### src/rtl/ram_clr.sv
// rtl/ram_clr.sv - parametrised single-port RAM with registered read and post-reset clear sequencer
module ram_clr #(
    parameter int WIDTH      = 16,
    parameter int ADDR_WIDTH = 6
) (
    input  logic                  clk,
    input  logic                  reset_n,
    input  logic                  load,
    input  logic                  read_en,
    input  logic [ADDR_WIDTH-1:0] address,
    input  logic [WIDTH-1:0]      data_in,
    output logic [WIDTH-1:0]      ram_out,
    output logic                  out_valid,
    output logic                  busy
);

    localparam int DEPTH = 1 << ADDR_WIDTH;

    localparam logic [0:0] ST_CLEAR = 1'b0;
    localparam logic [0:0] ST_READY = 1'b1;

    logic [WIDTH-1:0]      mem [DEPTH];
    logic [0:0]            state;
    logic [ADDR_WIDTH-1:0] clr_addr;

    // The last clear write lands on the all-ones address; no compare against DEPTH is needed.
    logic clr_last;
    assign clr_last = &clr_addr;

    // Memory array: zero fill while clearing, user writes once ready; reset leaves contents alone.
    always_ff @(posedge clk) begin
        if (reset_n) begin
            if (state == ST_CLEAR) begin
                mem[clr_addr] <= '0;
            end else if (load) begin
                mem[address] <= data_in;
            end
        end
    end

    // Control and read port: clear sequencing, busy flag, registered read with write-first bypass.
    always_ff @(posedge clk) begin
        if (!reset_n) begin
            state     <= ST_CLEAR;
            clr_addr  <= '0;
            ram_out   <= '0;
            out_valid <= 1'b0;
            busy      <= 1'b1;
        end else begin
            case (state)
                ST_CLEAR: begin
                    out_valid <= 1'b0;
                    if (clr_last) begin
                        // Stop on the last address so the counter never starts a second pass.
                        state <= ST_READY;
                        busy  <= 1'b0;
                    end else begin
                        clr_addr <= clr_addr + 1'b1;
                    end
                end
                default: begin
                    if (read_en) begin
                        // Same-edge write wins: return the incoming data, not the stale word.
                        ram_out   <= load ? data_in : mem[address];
                        out_valid <= 1'b1;
                    end else begin
                        out_valid <= 1'b0;
                    end
                end
            endcase
        end
    end

endmodule

### config.mk
export PLATFORM = sky130hd
export DESIGN_NAME = ram_clr
export DESIGN_NICKNAME = d
export VERILOG_FILES = /design/src/rtl/ram_clr.sv
export SDC_FILE = /design/constraint.sdc
export NUM_CORES = 1
export LEC_CHECK = 0
export BUFFER_PORTS_ARGS = -buffer_cell sky130_fd_sc_hd__buf_2
export CAP_MARGIN = 40
export CELL_PAD_IN_SITES_DETAIL_PLACEMENT = 1
export CELL_PAD_IN_SITES_GLOBAL_PLACEMENT = 2
export CORE_MARGIN = 2
export CORE_UTILIZATION = 35
export DETAILED_ROUTE_END_ITERATION = 8
export PLACE_DENSITY_LB_ADDON = 0.1
export SLEW_MARGIN = 20
export SYNTH_ARGS = -nofsm -noshare
export SYNTH_HDL_FRONTEND = slang
export SYNTH_SLANG_ARGS = --single-unit
### constraint.sdc
create_clock -name clk -period 7.95 [get_ports clk]
set_input_delay 1.59 -clock clk [delete_from_list [all_inputs] [get_ports clk]]
set_output_delay 1.59 -clock clk [all_outputs]
set_load 0.1 [all_outputs]
### Yosys cells after proc, flatten, opt, wreduce, memory -nomap -nowiden

Memory sizes are Yosys's and may differ from the RTL's. A register that Yosys moved wholly into a read port is not among the register bits.
Index checks and enable logic that the tools add are counted.

* RAM bits: 1024
* bits in registers: 9
* input port bits: 26
* memories: 1
* output and inout port bits: 18

* add/subtract/negate cells: 1
* muxes and demuxes: 13
* bitwise gates (word level): 2
* reduce and logical (&&, ||, !) cells: 7

Memory list
* mem: depth 64, bits a word 16, read ports 1, clocked after Yosys merged registers in 1, wr ports 1, line 22 `logic [WIDTH-1:0] mem [DEPTH];`

Operators by type and width (count)
* 16-bit 2-to-1 mux: 1
* 16-bit OR reduction: 1
* 1-bit 2-to-1 mux: 11
* 7-bit AND reduction: 1
* 6-bit by 1-bit adder with 6-bit output (second input constant): 1
* 6-bit 2-to-1 mux: 1
* 2-bit AND reduction: 3
* 6-bit AND reduction: 1
* 1-bit NOT: 2
* 1-bit logical NOT: 1

### Longest topological paths before layout

Gate-level depths: netlist (run 1).

* depth after elaboration: 6
* mapped depth: 12

### Least setup slack after synthesis (run 1)

No wires, ideal clock.

* path type: in2reg
* start point: in address[0]
* end point: mem mem[19][0] (enable)
* stages on the path: 10
* slack: 3.817 ns
* data required time: 7.562 ns
* arrival time: 3.745 ns
* cell sequence: buf_6 > buf_12 > buf_12 > buf_8 > buf_8 > buf_6 > nand3_1 > a21boi_0 > nand2_1 > nor2_1

* cells in the longest elaborated chain, start to end: 1

RTL lines
* start, declared: line 10 `input logic [ADDR_WIDTH-1:0] address,`
* 6-bit 2-to-1 mux (no source line)
* end, declared: line 22

Every way passes these cells.

### Final worst setup path (run 1)

* start point: in reset_n
* end point: mem mem[15][7] (enable)

* cells in the longest elaborated chain, start to end: 4
* elaborated cells between the ends (all ways): 7
* classes of those cells: mux: 6; reduce/logical: 1

RTL lines
* start, declared: line 7 `input logic reset_n,`
* 1-bit 2-to-1 mux: line 32 `if (reset_n) begin`
* 1-bit 2-to-1 mux (implied by the code): line 36 `mem[address] <= data_in;`
* 16-bit OR reduction (no source line)
* 6-bit 2-to-1 mux (no source line) or 1-bit 2-to-1 mux (tied branches)

Several ways; a longest one is shown, not always the timed one.

==> metrics.cfg, run 1 <==
[outcome]
outcome=finished, final reports clean

[layout]
regArea_um2=31300
nFillCells=11186
post_route_cells_drive_above_1_share=0.219
final_cell_mix=edfxtp_1 (1024), mux2i_1 (224), mux4_2 (117), clkbuf_16 (117), a22oi_1 (98)
layout.nets=2316
area_delta_synth_final_pct=14.8
layout_commonest_cell=edfxtp_1
multi_input_area_um2=9400
final_core_util=0.405

[synthesis]
muxShareOfSynthArea=0.143
synth.area.top_cells=edfxtp_1 (74%), mux4_2 (6.4%), mux2i_1 (5.4%)
synth_cells=2151
ys_seq_area_frac=0.753
synth_compound_area_frac=0.0486
synth_edf_count=1024
synth_cell_types=55
synth_top_family_by_area=multiplexers
synth-xor-area-share=0.00127
synthAdderAreaFrac=0.000302
synth-async-reset-ratio=0
yosys.area_share.simple=0.0311
yosysTopAreaCellShare=0.741
synth_top_flop_cell=edfxtp_1
synth_area_um2=41500
synth_top_cell_by_area=edfxtp_1
syn_area_per_cell_um2=19.3
postSynthRegisterBits=1049
synth_nets=2178
ys_warn_count=0

[placed_design]
gp_congestion=0.853
dp_hpwl_um=81800
port_buffers=43

[floorplanning]
core.rowCount=126
die_h_um=348
initial_core_util=0.352
die_w_um=348
dieArea_um2=121000
num_io_pins=44
coreArea_um2=118000

[timing]
finalClockSkew_ns=0.0311
hold_viol=0
finalCritPeriodShare=0.556
finalMaxSlewViolations=0
setup_viol=0
finalCriticalPeriod_ns=4.42
tns_ns=0
max_freq_mhz=226
relSlewSlack=0.371
tightest_slew_ns=0.934
rsz0062_at_grt=no

[clock_tree]
clkSlewWorstSetupHoldPaths_ns=0.06
cts_tree=yes
cts_root_buf=clkbuf_16
cts_resized=0
worstSkewPairLatency_ns=0.71
cts_buffer_depth=3
cts_hold_buf=0
cts_setup_buffers=0
cts.sink_count=1049
cts_htree_levels=3
cts_buffers=114

[worst_setup_path]
crit_fanout=32
timing.rr.end=mem[15][7]
critPathKind=in2reg
crit_path_end=mem[15][7]
crit_buf_inv=2
crit_path_end_kind=flip-flop
path_depth=6
path_cells=buf_2 -> nand3_1 -> o21ai_0 -> nand2_1 -> nor2_1 -> buf_4
cp_data_required_time_ns=8.33
rr_startpoint=state
r2r_slack_ns=4.12
crit_start=reset_n
arrival_ns=4.81
max_stage_delay_ns=0.84
cpMaxStageDelayCell=nor2_1
reg2reg_depth=5
path_delay_family=simple AND/OR/NAND/NOR gates
worst_setup_path_start_kind=primary input

[job]
cap_viol_max_count=0

[grt]
grt_max_degree=96
grt-ovfl-total=0
grt_pass1_wl_um=179000
first_global_vias=22091
antenna_found_initial=5
globalRouteTotalUtil=0.211

[pwr]
powerDensity_nw_per_um2=242
fin_total_pwr_mw=11.5
peakVddDrop_mv=0.168
p_leak_nw=17.4

[route]
vias=21452
routed_wl_um=127000
drtIter0Drc=2045
ant_nets=0
first_pass_iters=5
detail_route.wl_per_cell_um=32.4
drc=0
avgViaCountPerCell=5.47

[hold_path]
hold_path_class=reg2reg

## kinds of logic after synthesis
kind of cell             Yosys count
flip-flops                      1049
multiplexers                     408
AO/OA/AOI/OAI                    291
AND/OR/NAND/NOR                  263
buffers and inverters            133
XOR/XNOR                           6
adder cells (fa/ha/maj)            1
## worst register-to-register path, delay by kind of cell (launching register included)
family                 cells  cell delay, ns
AND/OR/NAND/NOR            3            1.83
flip-flops                 1            0.84
AO/OA/AOI/OAI              1            0.49
buffers and inverters      1            0.34
## cell usage after synthesis (all sizes together), types with 6 or more instances
cell type and n:
nand2b 9, o21ai 47, edfxtp 1024, a211oi 9, o22ai 32, xnor2 6, a31oi 12, nand3b 18
nor2b 13, mux2i 224, a22oi 98, buf 79, and2 24, mux4 136, a21o 7, nand3 42
dfxtp 25, a41o 9, or3 6, a41oi 7, clkbuf 49, o211ai 24, a21oi 27, nor2 78
nand2 56, mux2 48, nand4 7
## metal layers
metal / routed length, um / global-route usage / vias to the layer above
met5: 0 / 0 / -
met4: 2580 / 0.0531 / 0
met3: 5530 / 0.0239 / 128
met2: 58700 / 0.327 / 555
met1: 60500 / 0.317 / 11660
li1: - / - / 9109
## through the flow
step	cell area, um^2	hold WS [ns]	worst slack [ns]	cells
finish	47600	0.460	3.53	3923
global placement	43400	0.431	2.73	3669
global route	47600	0.487	3.46	3921
CTS	47500	0.461	3.66	3916
detailed placement	44000	0.453	2.93	3704
floorplan	41500	0.547	3.82	2151
## sequential cells by signal (all words and copies together), names as in the netlist
signal     count
clr_addr       6
ram_out       16
out_valid      1
mem         1024
busy           1
state          1
## final cells by class
type / instances / area share
antenna: 2 / 0.000105
clock inverter: 64 / 0.0109
timing repair buffer: 152 / 0.0308
multi-input combinational: 969 / 0.197
sequential: 1049 / 0.656
tap: 1536 / 0.0403
clock buffer: 148 / 0.0643
inverter: 3 / 0.000236
## how the worst min path moves through the flow
stage,to,from,slack [ns],depth (start not counted)
finish,busy,busy,0.46,2
global route,busy,busy,0.49,2
CTS,busy,busy,0.46,2
detailed placement,busy,busy,0.45,2
global placement,busy,busy,0.43,2
floorplan,clr_addr[3],clr_addr[4],0.55,2
## where the power goes
part / switching [mW] / leakage, nW / internal, mW / total, mW
registers: 0.00588 / 11.3 / 5.99 / 6.00
clock network: 2.16 / 1.75 / 2.93 / 5.10
logic: 0.299 / 4.32 / 0.151 / 0.451
Note: power is estimated with default switching activity, not from simulation.
==> run 2: changes to the inputs <==
clock period = 4.4 ns   (was 7.95 ns; I/O delays follow)
==> run 2 against run 1 <==
  * Power grew 83%
  * Critical endpoint is now mem[17][13]
  * Final cell count grew 0.99%
  * Count of clock-buffer cells in the layout shrank 4
  * Critical path type is now reg2reg
  * Sequential power grew 80%
  * Flip-flop and latch count is the same
==> metrics.cfg, run 2 (synthesized netlist as in run 1, its figures left out) <==
[outcome]
outcome=finished, final reports clean

[worst_setup_path]
crit_path_end_kind=flip-flop
max_stage_delay_ns=0.72  ; -0.12 ns
crit_buf_inv=1  ; -1
crit_fanout=16  ; -50%
worst_setup_path_start_kind=flip-flop
arrival_ns=3.58  ; -1.23 ns
path_delay_family=simple AND/OR/NAND/NOR gates
path_cells=nand3_1 -> o21ai_0 -> a21boi_0 -> nand2_1 -> nor2_1 -> buf_4
critPathKind=reg2reg
cp_data_required_time_ns=4.75  ; -3.58 ns
cpMaxStageDelayCell=dfxtp_1

[clock_tree]
cts_setup_buffers=0  ; unchanged
cts_root_buf=clkbuf_16
cts_htree_levels=3  ; unchanged
cts_buffer_depth=3  ; unchanged
clkSlewWorstSetupHoldPaths_ns=0.06  ; about the same
cts_resized=0  ; unchanged
cts_hold_buf=0  ; unchanged
cts.sink_count=1049  ; unchanged
cts_buffers=114  ; unchanged
worstSkewPairLatency_ns=0.71  ; about the same
cts_tree=yes

[pwr]
powerDensity_nw_per_um2=442  ; +82%
peakVddDrop_mv=0.339  ; +100%
p_leak_nw=17.6  ; +1.0%

[timing]
setup_viol=0  ; unchanged
tns_ns=0  ; unchanged
max_freq_mhz=310
finalCritPeriodShare=0.734
tightest_slew_ns=0.861  ; -0.0730 ns
finalMaxSlewViolations=0  ; unchanged
finalCriticalPeriod_ns=3.23
hold_viol=0  ; unchanged
rsz0062_at_grt=no
relSlewSlack=0.420  ; +0.0499
finalClockSkew_ns=0.0348  ; +0.00374 ns

[grt]
grt_max_degree=80  ; -17%
grt_pass1_wl_um=176000  ; -2.1%
first_global_vias=22320  ; +1.0%
globalRouteTotalUtil=0.205  ; -0.00589
grt-ovfl-total=0  ; unchanged
antenna_found_initial=2  ; -3

[job]
cap_viol_max_count=0  ; unchanged

[layout]
largest_reg_flops=1024  ; unchanged
largestRegisters=mem: 1024 flops, ram_out: 16 flops, clr_addr: 6 flops
post_route_cells_drive_above_1_share=0.231  ; +0.0118
layout.nets=2351  ; +1.5%
layout_commonest_cell=edfxtp_1
top_register=mem
final_core_util=0.407  ; +0.00219
area_delta_synth_final_pct=15.4
nFillCells=11223  ; +0.33%
final_cell_mix=edfxtp_1 (1024), mux2i_1 (224), buf_4 (121), mux4_2 (117), clkbuf_16 (115)

[floorplanning]
die_h_um=348  ; unchanged
coreArea_um2=118000  ; unchanged
num_io_pins=44  ; unchanged
die_w_um=348  ; unchanged
initial_core_util=0.352  ; unchanged
dieArea_um2=121000  ; unchanged
core.rowCount=126  ; unchanged

[route]
ant_nets=0  ; unchanged
drc=0  ; unchanged
first_pass_iters=5  ; unchanged
routed_wl_um=124000  ; -2.6%
avgViaCountPerCell=5.41  ; -1.0%
drtIter0Drc=1821  ; -11%
detail_route.wl_per_cell_um=31.3  ; -3.6%
vias=21449  ; -0.014%

[placed_design]
port_buffers=43  ; unchanged
dp_hpwl_um=78100  ; -4.6%
gp_congestion=0.810  ; -5.0%

[hold_path]
hold_path_class=reg2reg

run 2: cell count changes in the layout (fill, tap and decap cells not counted), sizes merged:
cell	previous run	this run
clkinvlp	3	5
inv	6	7
diode	2	3
clkbuf	148	144
bufinv	7	11
buf	152	187
run 2: path summary, 6_finish.rpt:
| path | depth (start not counted) | endpoint | from | slack, ns |
|---|---|---|---|---|
| setup / recovery | 6 | mem[17][13] | state | 1.17 |
| hold / removal | 2 | busy | busy | 0.45 |
| setup reg to reg | 6 | mem[17][13] | state | 1.17 |
| hold reg to reg | 2 | busy | busy | 0.45 |
run 2: tightest hold or removal path: stages (launching register included):
cell     delay, ns
dfxtp_1       0.31
nand2_1       0.05
nand2_1       0.04
run 2: power breakdown:
| part | total, mW | internal (mW) | switching (mW) |
|---|---|---|---|
| Combinational | 0.811 | 0.289 | 0.522 |
| Clock | 9.51 | 5.52 | 4.00 |
| Sequential | 10.8 | 10.8 | 0.0120 |
run 2: area by class of cell:
| class | instances | area [um^2] | share of cell area |
|---|---|---|---|
| sequential | 1049 | 31300 | 0.652 |
| tap | 1536 | 1920 | 0.0401 |
| clock inverter | 71 | 698 | 0.0146 |
| inverter | 3 | 11.3 | 0.000235 |
| antenna | 3 | 7.51 | 0.000157 |
| multi-input combinational | 969 | 9380 | 0.196 |
| timing repair buffer | 187 | 1600 | 0.0335 |
| clock buffer | 144 | 3030 | 0.0632 |
run 2: through the flow:
step	setup WS [ns]	hold WS, ns	instance area, um^2	total power, mW	std cells
floorplan	0.977	0.547	41500	11.6	2151
global placement	0.586	0.430	44100	11.9	3739
detailed placement	0.542	0.445	44100	11.9	3743
CTS	1.25	0.453	47900	21.4	3958
global route	1.02	0.502	47900	21.8	3959
finish	1.17	0.445	47900	21.2	3962
run 2: metal layers:
metal | track usage | part of all wire
met1 | 0.299 | 0.47
met2 | 0.323 | 0.47
met3 | 0.0280 | 0.039
met4 | 0.0513 | 0.024
met5 | 0 | 0
